File: src/rtl/ahb_lsu_sequencer.sv
// Load/store sequencer: one RV32 core memory request becomes one AHB-Lite NONSEQ transfer.
// Optional data-phase HREADY-low watchdog is enabled by defining AHB_TIMEOUT_EN.
module ahb_lsu_sequencer #(
    parameter logic [3:0] HPROT_DATA     = 4'b0001,
    parameter int         TIMEOUT_CYCLES = 16
) (
    input  logic        clk,
    input  logic        reset,
    input  logic        req_read,
    input  logic        req_write,
    input  logic [2:0]  req_func3,
    input  logic [31:0] req_addr,
    input  logic [31:0] req_wdata,
    output logic        stall,
    output logic        done,
    output logic [31:0] load_data,
    output logic        bus_err,
    output logic [1:0]  htrans,
    output logic [31:0] haddr,
    output logic        hwrite,
    output logic [2:0]  hsize,
    output logic [3:0]  hprot,
    output logic [31:0] hwdata,
    input  logic [31:0] hrdata,
    input  logic        hready,
    input  logic        hresp
);

    typedef enum logic [2:0] {
        S_IDLE,
        S_ADDR,
        S_DATA,
        S_ERR,
        S_DONE
    } state_t;

    localparam logic [1:0] HTRANS_IDLE   = 2'b00;
    localparam logic [1:0] HTRANS_NONSEQ = 2'b10;

    generate
        if (TIMEOUT_CYCLES < 1 || TIMEOUT_CYCLES > 255) begin : g_bad_timeout
            $error("TIMEOUT_CYCLES must fit the 8-bit hready-low counter");
        end
    endgenerate

    state_t      state_q, state_d;
    logic [2:0]  f3_q, f3_d;
    logic [1:0]  addr_lo_q, addr_lo_d;
    logic [31:0] wdata_q, wdata_d;
    logic        wr_q, wr_d;

    logic [1:0]  htrans_q, htrans_d;
    logic [31:0] haddr_q, haddr_d;
    logic        hwrite_q, hwrite_d;
    logic [2:0]  hsize_q, hsize_d;
    logic [31:0] hwdata_q, hwdata_d;
    logic [31:0] load_data_q, load_data_d;
    logic        done_q, done_d;
    logic        bus_err_q, bus_err_d;

`ifdef AHB_TIMEOUT_EN
    logic [7:0]  to_cnt_q, to_cnt_d;
    logic [7:0]  to_cnt_inc;
    logic        to_expired;
`endif

    logic        req_any;
    logic        req_illegal;
    logic [31:0] rd_shifted;
    logic [7:0]  rd_byte;
    logic [15:0] rd_half;
    logic [31:0] rd_ext;
    logic [31:0] st_lanes;

    assign req_any = req_read | req_write;

    // Encodings that can never reach the bus; req_write decides direction since writes win.
    always_comb begin
        req_illegal = 1'b0;
        case (req_func3)
            3'b000:  req_illegal = 1'b0;
            3'b001:  req_illegal = req_addr[0];
            3'b010:  req_illegal = |req_addr[1:0];
            3'b100:  req_illegal = req_write;
            3'b101:  req_illegal = req_write | req_addr[0];
            default: req_illegal = 1'b1;
        endcase
    end

    assign rd_shifted = hrdata >> {addr_lo_q, 3'b000};
    assign rd_byte    = rd_shifted[7:0];
    assign rd_half    = addr_lo_q[1] ? hrdata[31:16] : hrdata[15:0];

    always_comb begin
        case (f3_q[1:0])
            2'b00:   rd_ext = {{24{~f3_q[2] & rd_byte[7]}}, rd_byte};
            2'b01:   rd_ext = {{16{~f3_q[2] & rd_half[15]}}, rd_half};
            default: rd_ext = hrdata;
        endcase
    end

    always_comb begin
        case (f3_q[1:0])
            2'b00:   st_lanes = {4{wdata_q[7:0]}};
            2'b01:   st_lanes = {2{wdata_q[15:0]}};
            default: st_lanes = wdata_q;
        endcase
    end

`ifdef AHB_TIMEOUT_EN
    assign to_cnt_inc = to_cnt_q + 8'd1;
    assign to_expired = !hready && (to_cnt_inc == 8'(TIMEOUT_CYCLES));
`endif

    always_comb begin
        state_d     = state_q;
        f3_d        = f3_q;
        addr_lo_d   = addr_lo_q;
        wdata_d     = wdata_q;
        wr_d        = wr_q;
        htrans_d    = htrans_q;
        haddr_d     = haddr_q;
        hwrite_d    = hwrite_q;
        hsize_d     = hsize_q;
        hwdata_d    = hwdata_q;
        load_data_d = load_data_q;
        done_d      = 1'b0;
        bus_err_d   = 1'b0;
`ifdef AHB_TIMEOUT_EN
        to_cnt_d    = to_cnt_q;
`endif
        case (state_q)
            S_IDLE: begin
                if (req_any) begin
                    f3_d      = req_func3;
                    addr_lo_d = req_addr[1:0];
                    wdata_d   = req_wdata;
                    wr_d      = req_write;
                    if (req_illegal) begin
                        state_d   = S_DONE;
                        done_d    = 1'b1;
                        bus_err_d = 1'b1;
                    end else begin
                        state_d  = S_ADDR;
                        htrans_d = HTRANS_NONSEQ;
                        haddr_d  = req_addr;
                        hwrite_d = req_write;
                        hsize_d  = {1'b0, req_func3[1:0]};
                    end
                end
            end
            S_ADDR: begin
                if (hready) begin
                    state_d  = S_DATA;
                    htrans_d = HTRANS_IDLE;
                    hwdata_d = st_lanes;
`ifdef AHB_TIMEOUT_EN
                    to_cnt_d = 8'd0;
`endif
                end
            end
            S_DATA: begin
`ifdef AHB_TIMEOUT_EN
                if (!hready) to_cnt_d = to_cnt_inc;
`endif
                if (hready) begin
                    state_d = S_DONE;
                    done_d  = 1'b1;
                    // An ERROR seen with hready high is malformed; report it rather than lose it.
                    if (hresp) begin
                        bus_err_d = 1'b1;
                    end else if (!wr_q) begin
                        load_data_d = rd_ext;
                    end
                end else if (hresp) begin
                    state_d = S_ERR;
                end
`ifdef AHB_TIMEOUT_EN
                if (to_expired) begin
                    state_d   = S_DONE;
                    done_d    = 1'b1;
                    bus_err_d = 1'b1;
                end
`endif
            end
            S_ERR: begin
`ifdef AHB_TIMEOUT_EN
                if (!hready) to_cnt_d = to_cnt_inc;
                if (hready || to_expired) begin
`else
                if (hready) begin
`endif
                    state_d   = S_DONE;
                    done_d    = 1'b1;
                    bus_err_d = 1'b1;
                end
            end
            S_DONE: begin
                state_d = S_IDLE;
            end
            default: begin
                state_d  = S_IDLE;
                htrans_d = HTRANS_IDLE;
            end
        endcase
    end

    always_ff @(posedge clk or negedge reset) begin
        if (!reset) begin
            state_q     <= S_IDLE;
            f3_q        <= 3'b000;
            addr_lo_q   <= 2'b00;
            wdata_q     <= 32'h0;
            wr_q        <= 1'b0;
            htrans_q    <= HTRANS_IDLE;
            haddr_q     <= 32'h0;
            hwrite_q    <= 1'b0;
            hsize_q     <= 3'b000;
            hwdata_q    <= 32'h0;
            load_data_q <= 32'h0;
            done_q      <= 1'b0;
            bus_err_q   <= 1'b0;
`ifdef AHB_TIMEOUT_EN
            to_cnt_q    <= 8'd0;
`endif
        end else begin
            state_q     <= state_d;
            f3_q        <= f3_d;
            addr_lo_q   <= addr_lo_d;
            wdata_q     <= wdata_d;
            wr_q        <= wr_d;
            htrans_q    <= htrans_d;
            haddr_q     <= haddr_d;
            hwrite_q    <= hwrite_d;
            hsize_q     <= hsize_d;
            hwdata_q    <= hwdata_d;
            load_data_q <= load_data_d;
            done_q      <= done_d;
            bus_err_q   <= bus_err_d;
`ifdef AHB_TIMEOUT_EN
            to_cnt_q    <= to_cnt_d;
`endif
        end
    end

    // The only combinational output: the core must freeze in the very cycle it issues a request.
    assign stall = ((state_q != S_IDLE) && (state_q != S_DONE)) ||
                   ((state_q == S_IDLE) && req_any);

    assign done      = done_q;
    assign bus_err   = bus_err_q;
    assign load_data = load_data_q;
    assign htrans    = htrans_q;
    assign haddr     = haddr_q;
    assign hwrite    = hwrite_q;
    assign hsize     = hsize_q;
    assign hprot     = HPROT_DATA;
    assign hwdata    = hwdata_q;

endmodule

File: config.mk
export PLATFORM = sky130hd
export DESIGN_NAME = ahb_lsu_sequencer
export DESIGN_NICKNAME = d
export VERILOG_FILES = /design/src/rtl/ahb_lsu_sequencer.sv
export SDC_FILE = /design/constraint.sdc
export NUM_CORES = 1
export LEC_CHECK = 0
export CORE_MARGIN = 8
export CORE_UTILIZATION = 41
export CTS_CLUSTER_DIAMETER = 150
export CTS_CLUSTER_SIZE = 14
export DETAILED_ROUTE_END_ITERATION = 10
export GPL_ROUTABILITY_DRIVEN = 0
export PLACE_DENSITY = 0.84
export REMOVE_ABC_BUFFERS = 1
export SLEW_MARGIN = 20
export SYNTH_ARGS = -nofsm -noshare
export SYNTH_HDL_FRONTEND = slang
export SYNTH_SLANG_ARGS = --single-unit
File: constraint.sdc
create_clock -name clk -period 1.85 [get_ports clk]
set_input_delay 0.185 -clock clk [delete_from_list [all_inputs] [get_ports clk]]
set_output_delay 0.185 -clock clk [all_outputs]
set_load 0.02 [all_outputs]
=== Yosys cells after proc, flatten, opt, wreduce, memory -nomap -nowiden ===
Cells that the tools add are included.

* Bits in registers: 144
* Input port bits: 105
* Output and inout bits: 109
* Word-level logic and storage cells: 76

* Equal/unequal tests: 15
* Shift-type cells: 1
* Multiplexer cells: 22
* Bitwise gates (word level): 9
* Reductions and logical operators: 16

{| class="wikitable"
|+ Operators by type and width
! operator !! number
|-
| 32-bit one-hot mux with 2 select lines || 2
|-
| 32-bit by 5-bit >> shifter with 8-bit output || 1
|-
| 3-bit 2-to-1 mux || 6
|-
| 16-bit 2-to-1 mux || 1
|-
| 3-bit one-hot mux with 4 select lines || 1
|-
| 4-bit AND reduction || 3
|-
| 3-bit by 2-bit == test with 1-bit output, second input constant || 3
|-
| 3-bit == test, second input constant || 3
|-
| 2-bit != test, second input constant || 4
|-
| 3-bit by 1-bit == test with 1-bit output, second input constant || 2
|-
| 3-bit logical NOT || 2
|-
| 2-bit 2-to-1 mux || 3
|-
| 3-bit != test, second input constant || 2
|-
| 2-bit one-hot mux with 3 select lines || 1
|-
| 1-bit 2-to-1 mux || 5
|-
| 1-bit NOT || 5
|-
| 1-bit one-hot mux with 5 select lines || 1
|-
| 2-bit AND reduction || 2
|-
| 2-bit OR reduction || 2
|-
| 1-bit one-hot mux with 3 select lines || 1
|-
| 3-bit AND reduction || 1
|-
| 3-bit nonzero test || 1
|-
| 3-bit OR reduction || 1
|-
| 1-bit AND || 2
|-
| 6 further kinds || 8
|}

=== Logic depth before layout (Yosys ltp) ===
* Word-level depth: 5
* Gate-level depth with buffers: 7
* Depth with buffers taken out: 4

=== Worst setup path before layout ===
OpenSTA, ideal clock, no wires.

* Kind: register to register
* Start point: register state_q[2]
* End point: register load_data_q[11], in the netlist load_data[11]
* Setup time: 0.080 ns
* Data arrival time: 1.641 ns
* Required time: 1.770 ns
* Setup slack: 0.129 ns
* Cell stages (with the launch flop): 6
* Clock period less this slack: 1.721 ns
* Cells stage by stage: dfrtp_1 nand3b_4 or4_4 buf_6 a211o_4 o211ai_2

* Longest elaborated chain between the ends: 2

{| class="wikitable"
|+ RTL lines
! item !! RTL line !! source
|-
| start: declaration || 46 || <nowiki>state_t state_q, state_d;</nowiki>
|-
| start signal: assignment || 227 || <nowiki>state_q <= state_d;</nowiki>
|-
| 3-bit by 2-bit == test with 1-bit output || 132 || <nowiki>case (state_q)</nowiki>
|-
| 4-bit AND reduction (no source line) || n/a ||
|-
| end signal: assignment || 237 || <nowiki>load_data_q <= load_data_d;</nowiki>
|-
| end: declaration || 57 || <nowiki>logic [31:0] load_data_q, load_data_d;</nowiki>
|}

No other way between the ends.
A chain may end at the register's enable or synchronous reset.

=== Final worst setup path ===
* Start point: register state_q[1]
* End point: register load_data_q[25], in the netlist load_data[25]

Same word-level chain as after synthesis.

==> flow_summary.rst <==
.. list-table::
   :header-rows: 1

   * - Metric
     - Value
   * - Result of the run
     - finished clean
   * - Hold Fails Final Rpt
     - 0
   * - Number of design-rule violations left by the first detailed-router iteration
     - ~240
   * - Root buffer cell
     - clkbuf_16
   * - Overall fraction of global-route tracks in use
     - 0.195
   * - Number of synthesized flops with an enable pin
     - 0
   * - Residual DRC count
     - 0
   * - Final critical-path share of the clock period
     - 0.958
   * - Vias in the first global route
     - between 5000 and 6000
   * - Headroom to the max-slew limit
     - 0.530
   * - Met1 Wirelength
     - about 7500 microns
   * - Arrival time at the worst endpoint
     - between 2 and 2.5 ns
   * - Vias
     - between 5000 and 6000
   * - Antenna Cells
     - 0
   * - Setup Viol. Count Final
     - 0
   * - Met2 WL post-DR
     - approximately 9600 microns
   * - HPWL after detailed placement
     - roughly 14000 microns
   * - Critical path capture point
     - load_data[25]$_DFFE_PN0P_
   * - Initial antenna violation count
     - 0
   * - Y dimension of the die
     - 140 microns
   * - Largest stage delay, worst path
     - between 0.4 and 0.5 ns
   * - Sequential fraction of the synthesis area
     - 0.564
   * - Post-Synthesis Cell Area
     - 6350 sq um
   * - Share of async-settable or async-resettable flops after synthesis
     - 1.00
   * - Overflow left after global routing
     - 0
   * - Worst hold slack
     - around 0.27 ns
   * - Number of instances in the synthesized netlist
     - about 630
   * - Critical Path Start
     - state_q[1]$_DFFE_PN0P_
   * - Core area
     - roughly 15000 sq um
   * - Wire length of the first global-routing pass
     - 30100 microns
   * - Largest net degree at the start of global routing
     - 57
   * - Most repeated cell in the gate-level netlist after synthesis
     - nand2_1
   * - Area grow syn2layout
     - 48.9%
   * - Slack of the worst reg-to-reg path
     - 0.08 ns
   * - Number of cells on the worst reg-to-reg path
     - 6
   * - Number of fill cells
     - 1243
   * - Largest cells by area after synthesis
     - dfrtp_1 (56%), nand2_1 (10%), mux2i_1 (6.5%)
   * - Clock latency reported for the late side of the worst-skew pair
     - roughly 0.42 ns
   * - Initial standard-cell utilization of the core
     - 0.419
   * - P_leak
     - about 4.3 nW
   * - DIE WIDTH
     - 140 microns
   * - Die area
     - 19700 sq um
   * - Crit. End Element
     - register
   * - Synth cell types
     - between 40 and 50
   * - Minimum clock period
     - approximately 1.8 ns
   * - Clock-pin transition on the worst setup and hold timing paths
     - around 0.060 ns
   * - Library cell contributing the largest single delay on the critical path
     - or4_4
   * - Clock net sink count
     - 143
   * - Worst ir drop on vdd
     - about 0.0009 V
   * - Max frequency
     - 0.564 GHz
   * - Final Slew Violations
     - 0
   * - WP depth
     - 6
   * - TritonCTS Buffers
     - 17
   * - Routed Wire Length
     - around 19000 microns
   * - Deepest clock path buffer count
     - 2
   * - Total number of placement rows
     - between 40 and 50
   * - Startpoint-to-endpoint class of the critical path
     - register to register
   * - Critical path launch point type
     - register
   * - Cell mode on critical path
     - a21oi_1
   * - Via density per instance
     - around 5.1
   * - Most frequently used flop master after synthesis
     - dfrtp_1
   * - H-tree Lvls
     - 4
   * - Top-area cell type share of the netlist area
     - 0.564
   * - ANT nets after route
     - 0
   * - Synth Register Bits
     - between 100 and 150
   * - RR Startpoint
     - state_q[1]$_DFFE_PN0P_
   * - Crit Path Max Fanout
     - 42
   * - Post-CTS Repair Setup Buffers
     - 0
   * - Crit Reg-Reg Endpoint
     - load_data[25]$_DFFE_PN0P_
   * - List of most frequent post-synthesis cells
     - nand2_1 (177), dfrtp_1 (143), a21oi_1 (51)
   * - Critical-path cell list
     - buf_4 > nand3b_4 > or4_4 > buf_6 > a21oi_1 > a21oi_1
   * - IO Count
     - 214
   * - Total power
     - around 17 mW
   * - WP buf/inv
     - 2
   * - Largest area contributor in the synthesized netlist
     - dfrtp_1
   * - Data required time at the worst endpoint
     - 2.14 ns
   * - Final net count
     - approximately 950
   * - Final setup skew
     - 0.00692 ns
   * - WL met3
     - 1320 microns
   * - Number of warning messages in the yosys log
     - 0
   * - TritonCTS clock tree
     - built
   * - Wire length per cell
     - about 18 microns
   * - Number of input and output port buffers inserted
     - a little over 200
   * - Power per unit of standard cell area
     - 1800 nW/um^2
   * - Worst Tran Pin Value
     - 0.703 ns
   * - Type of the most critical hold path
     - input port to asynchronous set/reset pin
   * - First-pass iteration count of the detailed router
     - 5
   * - Maximum capacitance violations
     - 0
   * - Mean area per synthesized cell
     - 10.2 sq um
   * - Delay-heaviest family, CP
     - simple AND/OR/NAND/NOR gates
   * - Highest routing layer actually used
     - met4
   * - Fraction of final layout cells with drive strength greater than 1
     - 0.141
## state kept, by name, summed over array words and instances, names as in the netlist
name and flops:
haddr 32, hwdata 32, load_data 32, wdata_q 32, f3_q 3, state_q 3
addr_lo_q 2, hsize 2, bus_err 1, done 1, htrans 1, hwrite 1
wr_q 1
## what timing repair did
action,in CTS,in global routing
hold buffers,1,0
hold endpoints to repair,44,0
setup endpoints to repair,2,13
gates cloned,0,0
resized for setup,4,2
## cells by family (layout without fill, tap and decap cells)
logic type | count (synthesis) | count (layout) | share of synthesized area
AO/OA/AOI/OAI | 118 | 118 | 0.117
AND/OR/NAND/NOR | 235 | 235 | 0.153
multiplexers | 77 | 77 | 0.128
flip-flops | 143 | 143 | 0.564
buffers and inverters | 50 | 278 | 0.0363
other | 2 | 6 | 0.00118
## cells in the final DEF (no fill, tap or decap), types with 2 or more instances in the layout
| master | n |
|---|---|
| clkdlybuf4s50_1 | 205 |
| a22o_1 | 2 |
| nand2_1 | 177 |
| clkbuf_8 | 3 |
| clkbuf_16 | 17 |
| buf_4 | 28 |
| o22ai_1 | 3 |
| buf_6 | 2 |
| a21oi_1 | 51 |
| dfrtp_1 | 141 |
| nand3_1 | 7 |
| and2_1 | 7 |
| o32ai_1 | 7 |
| buf_12 | 7 |
| conb_1 | 6 |
| clkinv_2 | 3 |
| mux2i_1 | 41 |
| mux2_2 | 35 |
| dfrtp_2 | 2 |
| clkinvlp_4 | 3 |
| nor2_1 | 30 |
| nor2b_1 | 2 |
| o21bai_1 | 2 |
| bufinv_16 | 3 |
| inv_1 | 4 |
| o21ai_0 | 36 |
| o211ai_2 | 6 |
## worst min-delay path by stage
stage | from | end | cells past startpoint
after floorplan | reset | addr_lo_q[0]$_DFFE_PN0P_ | 0
after global placement | reset | hwdata[19]$_DFFE_PN0P_ | 1
after detailed placement | reset | hwdata[19]$_DFFE_PN0P_ | 1
after CTS | reset | hwdata[11]$_DFFE_PN0P_ | 2
after global routing | req_wdata[12] | wdata_q[12]$_DFFE_PN0P_ | 3
final | reset | hwdata[19]$_DFFE_PN0P_ | 2
## stage by stage
step / worst slack [ns] / cells / cell area, sq um / utilization / setup TNS [ns]
2_1_floorplan: -0.945 / 583 / 6150 / - / -59.43
3_3_place_gp: -0.0654 / 1014 / 8830 / 0.583 / -0.907
3_5_place_dp: -0.149 / 1014 / 8830 / 0.583 / -2.79
4_1_cts: 0.00964 / 1045 / 9450 / 0.624 / 0
5_1_grt: -0.000415 / 1045 / 9450 / 0.624 / -0.000415
6_report: 0.0768 / 1045 / 9450 / 0.624 / 0
## power breakdown
part / internal (mW) / leakage [nW] / switching, mW
clock network: 2.21 / 0.290 / 1.29
registers: 4.58 / 1.79 / 0.933
logic: 3.73 / 2.24 / 4.27
## layout make-up
type                       instances  area [sq um]  share of cell area
tap                              188           235              0.0249
clock inverter                    10           136              0.0144
multi-input combinational        436          2580               0.273
clock buffer                      20           467              0.0494
inverter                           4          15.0             0.00159
sequential                       143          3580               0.379
timing repair buffer             244          2440               0.258
## routing by layer
layer  vias up  GRT usage
met2       161      0.337
met1      2567      0.216
met3        33     0.0693
li1       2556          -
met5         -          0
met4         0     0.0754
No activity file was read; power rests on OpenSTA's default activity.
